[src/rtl/conv_pkg.sv]
// Shared types and sizing helpers for the convolution window MAC.
package conv_pkg;

    // Controller phases: wait for a window, multiply-accumulate it, publish the result.
    typedef enum logic [1:0] {
        ST_IDLE  = 2'd0,
        ST_ACCUM = 2'd1,
        ST_EMIT  = 2'd2
    } conv_state_e;

    // Accumulator width that can hold N full-scale signed products without overflow.
    function automatic int acc_width(input int img_w, input int krn_w, input int n);
        return img_w + krn_w + 1 + $clog2(n);
    endfunction

    // Index/counter width that stays at least one bit wide for degenerate sizes.
    function automatic int idx_width(input int n);
        return (n > 1) ? $clog2(n) : 1;
    endfunction

endpackage

[src/rtl/conv_sat_relu.sv]
// Converts a signed accumulator into an unsigned output pixel (clamp low at 0, saturate high).
module conv_sat_relu #(
    parameter int ACC_WIDTH = 21,
    parameter int OUT_WIDTH = 8,
    parameter int RELU_EN   = 1
) (
    input  logic signed [ACC_WIDTH-1:0] acc_i,
    output logic        [OUT_WIDTH-1:0] pix_o
);

    localparam logic signed [ACC_WIDTH-1:0] MAX_V = {{(ACC_WIDTH-OUT_WIDTH){1'b0}}, {OUT_WIDTH{1'b1}}};

    // Clamp negative sums to zero and large sums to the output full scale.
    always_comb begin
        pix_o = '0;
        if (acc_i[ACC_WIDTH-1]) begin
            // The output is unsigned, so both ReLU modes floor negatives at zero.
            if (RELU_EN != 0) begin
                pix_o = '0;
            end else begin
                pix_o = '0;
            end
        end else if (acc_i > MAX_V) begin
            pix_o = {OUT_WIDTH{1'b1}};
        end else begin
            pix_o = acc_i[OUT_WIDTH-1:0];
        end
    end

endmodule

[src/rtl/conv_window_mac.sv]
// Sequential convolution window MAC: one product per cycle over a captured
// KERNEL_SIZE x KERNEL_SIZE window, followed by ReLU/saturation of the sum.
module conv_window_mac
    import conv_pkg::*;
#(
    parameter int IMAGE_PIXEL_WIDTH  = 8,
    parameter int KERNEL_PIXEL_WIDTH = 8,
    parameter int KERNEL_SIZE        = 3,
    parameter int OUT_WIDTH          = 8,
    parameter int NUM_WINDOWS        = 576,
    parameter int RELU_EN            = 1
) (
    input  logic                                                             clock,
    input  logic                                                             rst_n,
    input  logic                                                             win_valid,
    output logic                                                             win_ready,
    input  logic [KERNEL_SIZE*KERNEL_SIZE-1:0][IMAGE_PIXEL_WIDTH-1:0]       IMD,
    input  logic                                                             wgt_load,
    input  logic [KERNEL_SIZE*KERNEL_SIZE-1:0][KERNEL_PIXEL_WIDTH-1:0]      WC1D,
    output logic [OUT_WIDTH-1:0]                                             pix_out,
    output logic                                                             pix_valid,
    output logic                                                             map_done,
    output logic                                                             overrun
);

    localparam int N  = KERNEL_SIZE * KERNEL_SIZE;
    localparam int AW = acc_width(IMAGE_PIXEL_WIDTH, KERNEL_PIXEL_WIDTH, N);
    localparam int PW = IMAGE_PIXEL_WIDTH + KERNEL_PIXEL_WIDTH + 1;
    localparam int IW = idx_width(N);
    localparam int CW = idx_width(NUM_WINDOWS);
    localparam logic [IW-1:0] IDX_LAST = IW'(N - 1);
    localparam logic [CW-1:0] CNT_LAST = CW'(NUM_WINDOWS - 1);

    conv_state_e                                    state_q, state_d;
    logic [N-1:0][IMAGE_PIXEL_WIDTH-1:0]            win_q, win_d;
    logic [N-1:0][KERNEL_PIXEL_WIDTH-1:0]           wgt_q, wgt_d;
    logic signed [AW-1:0]                           acc_q, acc_d;
    logic [IW-1:0]                                  idx_q, idx_d;
    logic [CW-1:0]                                  cnt_q, cnt_d;
    logic                                           win_ready_q, win_ready_d;
    logic                                           pix_valid_q, pix_valid_d;
    logic [OUT_WIDTH-1:0]                           pix_out_q, pix_out_d;
    logic                                           map_done_q, map_done_d;
    logic                                           overrun_q, overrun_d;

    logic signed [PW-1:0]                           pix_ext_s;
    logic signed [PW-1:0]                           wgt_ext_s;
    logic signed [PW-1:0]                           prod_s;
    logic signed [AW-1:0]                           prod_ext_s;
    logic [OUT_WIDTH-1:0]                           sat_s;

    // Final post-processing of the completed sum (acc_q is stable throughout EMIT).
    conv_sat_relu #(
        .ACC_WIDTH (AW),
        .OUT_WIDTH (OUT_WIDTH),
        .RELU_EN   (RELU_EN)
    ) u_sat_relu (
        .acc_i (acc_q),
        .pix_o (sat_s)
    );

    // Current element product: pixel zero-extended, weight sign-extended, exact in PW bits.
    always_comb begin
        pix_ext_s  = $signed({{(PW-IMAGE_PIXEL_WIDTH){1'b0}}, win_q[idx_q]});
        wgt_ext_s  = $signed({{(PW-KERNEL_PIXEL_WIDTH){wgt_q[idx_q][KERNEL_PIXEL_WIDTH-1]}}, wgt_q[idx_q]});
        prod_s     = pix_ext_s * wgt_ext_s;
        prod_ext_s = $signed({{(AW-PW){prod_s[PW-1]}}, prod_s});
    end

    // Next-state and next-output logic for the IDLE/ACCUM/EMIT controller.
    always_comb begin
        state_d     = state_q;
        win_d       = win_q;
        acc_d       = acc_q;
        idx_d       = idx_q;
        cnt_d       = cnt_q;
        pix_valid_d = 1'b0;
        pix_out_d   = pix_out_q;
        map_done_d  = map_done_q;
        overrun_d   = overrun_q;

        // Weights are captured in every state; an in-flight window sees them from the next product.
        if (wgt_load) begin
            wgt_d = WC1D;
        end else begin
            wgt_d = wgt_q;
        end

        case (state_q)
            ST_IDLE: begin
                if (win_valid) begin
                    win_d   = IMD;
                    acc_d   = '0;
                    idx_d   = '0;
                    state_d = ST_ACCUM;
                end else begin
                    state_d = ST_IDLE;
                end
            end
            ST_ACCUM: begin
                acc_d = acc_q + prod_ext_s;
                if (idx_q == IDX_LAST) begin
                    idx_d   = '0;
                    state_d = ST_EMIT;
                end else begin
                    idx_d   = idx_q + IW'(1);
                    state_d = ST_ACCUM;
                end
                if (win_valid) begin
                    overrun_d = 1'b1;
                end else begin
                    overrun_d = overrun_q;
                end
            end
            ST_EMIT: begin
                pix_valid_d = 1'b1;
                pix_out_d   = sat_s;
                if (cnt_q == CNT_LAST) begin
                    cnt_d      = '0;
                    map_done_d = 1'b1;
                end else begin
                    cnt_d      = cnt_q + CW'(1);
                end
                if (win_valid) begin
                    overrun_d = 1'b1;
                end else begin
                    overrun_d = overrun_q;
                end
                state_d = ST_IDLE;
            end
            default: begin
                state_d = ST_IDLE;
            end
        endcase

        win_ready_d = (state_d == ST_IDLE);
    end

    // State and output registers; reset clears any partial sum and the loaded weights.
    always_ff @(posedge clock or negedge rst_n) begin
        if (!rst_n) begin
            state_q     <= ST_IDLE;
            win_q       <= '0;
            wgt_q       <= '0;
            acc_q       <= '0;
            idx_q       <= '0;
            cnt_q       <= '0;
            win_ready_q <= 1'b1;
            pix_valid_q <= 1'b0;
            pix_out_q   <= '0;
            map_done_q  <= 1'b0;
            overrun_q   <= 1'b0;
        end else begin
            state_q     <= state_d;
            win_q       <= win_d;
            wgt_q       <= wgt_d;
            acc_q       <= acc_d;
            idx_q       <= idx_d;
            cnt_q       <= cnt_d;
            win_ready_q <= win_ready_d;
            pix_valid_q <= pix_valid_d;
            pix_out_q   <= pix_out_d;
            map_done_q  <= map_done_d;
            overrun_q   <= overrun_d;
        end
    end

    assign win_ready = win_ready_q;
    assign pix_valid = pix_valid_q;
    assign pix_out   = pix_out_q;
    assign map_done  = map_done_q;
    assign overrun   = overrun_q;

endmodule

[config.mk]
export PLATFORM = sky130hd
export DESIGN_NAME = conv_window_mac
export DESIGN_NICKNAME = d
export VERILOG_FILES = /design/src/rtl/conv_pkg.sv /design/src/rtl/conv_sat_relu.sv /design/src/rtl/conv_window_mac.sv
export SDC_FILE = /design/constraint.sdc
export NUM_CORES = 1
export LEC_CHECK = 0
export CAP_MARGIN = 40
export CORE_ASPECT_RATIO = 0.9
export CORE_MARGIN = 4
export CORE_UTILIZATION = 40
export DETAILED_ROUTE_END_ITERATION = 7
export SYNTH_ARGS = -nofsm -noshare
export SYNTH_HDL_FRONTEND = slang
export SYNTH_SLANG_ARGS = --single-unit
[constraint.sdc]
create_clock -name clock -period 16.13 [get_ports clock]
set_clock_uncertainty 0.1 [all_clocks]
set_input_delay 4.0325 -clock clock [delete_from_list [all_inputs] [get_ports clock]]
set_output_delay 4.0325 -clock clock [all_outputs]
set_load 0.02 [all_outputs]
Yosys cells after proc, flatten, opt, wreduce, memory -nomap -nowiden --
Index checks and enable logic that the tools add are counted.
Operators by class: magnitude comparators 2, equality and inequality tests 5, muxes and demuxes 16, multipliers 1, reductions and logical operators 8, add/sub/neg operators 3
Operators by type and width (count):
- binary-select mux 8 bit (select 4 bit) | 2
- case mux 21 bit (2 select lines) | 1
- two-way mux 8 bit | 4
- adder 21 x 17 -> 21 bit | 1
- greater-than comparator 21 x 9 -> 1 bit (second input constant) | 1
- two-way mux 21 bit | 1
- multiplier 9 x 8 -> 17 bit | 1
- adder 10 x 1 -> 10 bit (second input constant) | 1
- == test 10 bit (second input constant) | 1
- two-way mux 10 bit | 1
- two-way mux 4 bit | 2
- case mux 4 bit (2 select lines) | 1
- AND reduction 2 bit | 4
- less-than comparator 4 x 5 -> 1 bit (second input constant) | 1
- adder 4 x 1 -> 4 bit (second input constant) | 1
- == test 4 bit (second input constant) | 1
- zero test 2 bit | 2
- case mux 2 bit (2 select lines) | 1
- == test 2 x 1 -> 1 bit (second input constant) | 1
- == test 2 bit (second input constant) | 1
- two-way mux 1 bit | 2
- two-way mux 2 bit | 1
- inequality test 2 bit (second input constant) | 1
- nonzero test 2 bit | 1
- OR reduction 2 bit | 1
Word-level totals: word-level logic and storage cells 62, output and inout bits 12, bits in registers 193, input bits 148

Depth between registers and ports, before layout --
word-level depth 5, depth in mapped cells 24, depth with buffers taken out 22

By module --
From an unflattened synthesis, not the netlist that was laid out.
Second synthesis, totals: cell total of the unflattened synthesis 918, area total of the unflattened synthesis 11526.1 µm²
Modules (own cells, without submodules):
- conv_window_mac | seq. area each 4830.9 µm², instances 1, cells each 895, area an instance 11337.1 µm²
- conv_sat_relu | seq. area each 0.0 µm², instances 1, cells each 23, area an instance 188.9 µm²

Worst setup path before layout --
Ideal clock, no wire load.
path type reg-to-reg, start point reg idx_q[0], end point reg acc_q[13], arrival time 5.901 ns, data required time 15.908 ns, stages on the path, launching flop included 21, path slack 10.008 ns, library setup time 0.122 ns, path buffers 2, period minus slack after synthesis 6.122 ns, cells stage by stage dfrtp_1 buf_6 buf_6 mux4_1 mux2i_1 nor2_1 a21oi_1 nand2b_1 fa_1 fa_1 inv_1 fa_1 fa_1 fa_1 ha_1 nand2_1 o21ai_0 o221a_2 o21a_1 or3_1 a32o_1
On the way: cells in the longest elaborated chain, start to end 5, elaborated cells between the ends (all ways) 7, those cells by class 1 x add/sub; 1 x mul; 5 x mux
RTL lines:
- from (decl) | RTL line conv_window_mac.sv:38 | logic [IW-1:0] idx_q, idx_d;
- from (signal assigned) | RTL line conv_window_mac.sv:158 | idx_q <= idx_d;
- binary-select mux 8 bit (select 4 bit), on equally long branches | RTL line conv_window_mac.sv:64, conv_window_mac.sv:65
- two-way mux 8 bit, on equally long branches | RTL line conv_window_mac.sv:64, conv_window_mac.sv:65
- multiplier 9 x 8 -> 17 bit * | RTL line conv_window_mac.sv:66 | prod_s = pix_ext_s * wgt_ext_s;
- adder 21 x 17 -> 21 bit * | RTL line conv_window_mac.sv:101 | acc_d = acc_q + prod_ext_s;
- case mux 21 bit (2 select lines) * | RTL line conv_window_mac.sv:89 | case (state_q)
- to (signal assigned) | RTL line conv_window_mac.sv:145 | acc_q <= '0;
- to (signal assigned) | RTL line conv_window_mac.sv:157 | acc_q <= acc_d;
- to (decl) | RTL line conv_window_mac.sv:37 | logic signed [AW-1:0] acc_q, acc_d;
Every way passes the cells marked *; elsewhere a longest branch is shown, timed or not. The select of a mux whose other input is x is not followed. A chain may end at the register's enable or synchronous reset.

Worst setup path in the final report --
Ends and elaborated chain as after synthesis.

==> metrics.yaml <==
critical_path:
  cp.arrival_ns: 7.16
  cp-startpoint: "idx_q[0]"
  path_class: "flop to flop"
  start_kind: "flop"
  required_ns: 16.36
  reg2regPathDepth: 20
  crit_fanout: 37
  endpoint_kind: "flop"
  r2r_start: "idx_q[0]"
sta:
  relSlewSlack_pct: 53.3
  setup_violations: 0
  rsz0062_at_grt: "no"
  min_period_ns: 6.93
  fin_crit_sh_pct: 43.0
  fmax_mhz: 144
  slew_viol_final: 0
  finalHoldViolCount: 0
  tightest_slew_ns: 0.695
  finalSetupTns_ns: 0
cts:
  cts_hold_buf: 0
  htreeDepth: 4
  cts_setup_buffers: 0
  cts_root_buf: "clkbuf_16"
  cts-resized-gates: 0
  clock_latency_ns: 0.45
  cts.path.max_buffers: 2
  cts_buffers: 17
  clk_pin_slew_ns: 0.07
  cts_sinks: 193
  cts_tree: "built"
synth:
  ys_seq_area_share_pct: 42.2
  synth_cell_types: 53
  synthTopCellsByCount: "dfrtp_1 (192), mux2_2 (153), ha_1 (70), inv_1 (70), nor2_1 (53)"
  avgSynthCellArea_um2: 12.6
  syn_area_um2: 11500
  synth_edf_count: 0
  yosysTopAreaCellShare_pct: 41.9
  async_flop_share_pct: 100
  yosys_warnings: 0
  ys_seq_elements: 193
  synth_nets: 1177
  synth_largest_area_cell: "dfrtp_1"
  synth_cells: 908
  synth_flop_cell: "dfrtp_1"
  yosysMostFrequentCell: "dfrtp_1"
  yosys-top-cells-area: "dfrtp_1 (42%), mux2_2 (15%), fa_1 (8.9%)"
place:
  hpwlAfterDp_mm: 19.4
  place_congestion: 0.826
  port_buffers: 159
routing:
  drt_wl_total_mm: 25.4
  drt_iter0_drc: 323
  num_vias: 7297
  ant_nets: 0
  viasPerCell: 5.09
  wl_per_cell_um: 17.7
  route.detailed.drc: 0
  dr.pass1.iters: 4
grt:
  grt-ovfl-total: 0
  antenna_found_initial: 7
  grt_pass1_vias: 7716
  grt_max_degree: 70
  grt_pass1_wl_mm: 42.1
  track_usage_pct: 16.8
final_layout:
  fin_nets: 1329
  area_growth_pct: 23.2
  layout-drive-gt1-share_pct: 22.0
run_status:
  status: "finished clean"
floorplanning:
  die_area_um2: 31400
  die_h_um: 169
  coreArea_um2: 28100
  rows: 58
  start_util_pct: 40.8
  die_w_um: 186
  ios: 160
flow_run:
  drv_cap: 0
hold_path:
  hold_start: "map_done"
  holdPathStages: 1
  hold_class: "flop to flop"
## final cells by class
| cell class | instances | area, um2 |
|---|---|---|
| Inverter | 71 | 267 |
| Timing Repair Buffer | 171 | 1780 |
| Sequential cell | 193 | 4830 |
| Multi-Input combinational cell | 606 | 6190 |
| Tap cell | 360 | 450 |
| Clock inverter | 14 | 169 |
| Fill cell | 2445 | 14000 |
| Clock buffer | 18 | 429 |
| Antenna cell | 1 | 2.50 |
## critical path, stage by stage, from the launching register on
cell and delay (ns):
dfrtp_2 0.34, buf_4 0.53, mux4_1 0.65, mux2i_1 0.17, nor2_1 0.06, a21oi_1 0.52, nor2_1 0.11, fa_1 0.51
inv_1 0.05, fa_1 0.47, inv_1 0.05, fa_1 0.50, fa_1 0.58, fa_1 0.43, ha_1 0.37, nand2_1 0.07
o21ai_0 0.18, o221a_2 0.36, o21a_1 0.17, or3_1 0.31, a32o_1 0.25
## stage by stage
step / hold WS (ns) / cells / area (um2) / setup WS [ns] / utilization (%)
2_1_floorplan: 0.339 / 908 / 11500 / 10.01 / -
3_3_place_gp: 0.350 / 1395 / 13400 / 9.20 / 47.6
3_5_place_dp: 0.356 / 1401 / 13500 / 9.13 / 48.1
4_1_cts: 0.373 / 1433 / 14100 / 9.12 / 50.3
5_1_grt: 0.404 / 1433 / 14100 / 8.85 / 50.3
6_report: 0.370 / 1434 / 14100 / 9.20 / 50.3
## cell usage in the layout, fill, tap and decap left out, types with 4 or more instances in the layout
cell	n
a21oi_1	25
inv_6	7
xor2_1	7
ha_1	70
clkbuf_16	17
nand3_1	7
mux2i_1	19
clkdlybuf4s50_1	157
nand2_1	45
mux4_1	13
mux4_2	19
clkinv_8	4
buf_4	6
o21ai_0	26
o21ai_1	6
nor2b_1	10
a21oi_2	6
dfrtp_1	190
o21a_1	7
and3_1	5
a22o_1	8
xnor2_1	16
inv_1	70
a21o_1	4
nor2_1	53
buf_16	4
fa_1	51
and2_1	4
nand2b_1	17
mux2_2	153
## routing by layer
| metal | GRT usage, % | part of all wire [%] | up-vias |
|---|---|---|---|
| met5 | 0 | 0.30 | - |
| met4 | 3.50 | 0.94 | 14 |
| met3 | 5.42 | 7.4 | 30 |
| met2 | 25.4 | 45 | 164 |
| met1 | 23.9 | 47 | 3604 |
| li1 | - | - | 3485 |
## state kept, by name, indices dropped and copies added (netlist names)
register	cells
overrun	1
idx_q	4
pix_out	8
wgt_q	72
pix_valid	1
win_ready	1
cnt_q	10
acc_q	21
win_q	72
state_q	2
map_done	1
## kinds of logic (layout without fill, tap and decap cells)
| kind of cell | count (synthesis) | in the layout | synth area share [%] |
|---|---|---|---|
| adder cells (fa/ha/maj) | 121 | 121 | 16.6 |
| multiplexers | 204 | 204 | 23.4 |
| AND/OR/NAND/NOR | 158 | 158 | 6.57 |
| XOR/XNOR | 24 | 24 | 1.90 |
| AO/OA/AOI/OAI | 99 | 99 | 5.57 |
| buffers and inverters | 109 | 274 | 3.85 |
| other | 0 | 1 | 0 |
| flip-flops | 193 | 193 | 42.2 |
## final timing paths
kind                            slack [ns]         to
worst min-delay path                  0.37   map_done
max in group asynchronous            11.10   idx_q[1]
min in group asynchronous             3.42  win_q[51]
worst max register to register        9.20  acc_q[13]
worst max-delay path                  9.20  acc_q[13]
worst min register to register        0.37   map_done
Power is left out: the tool's default activity adds up to more than one toggle a clock period on the data nets, which glitch-free logic cannot reach.
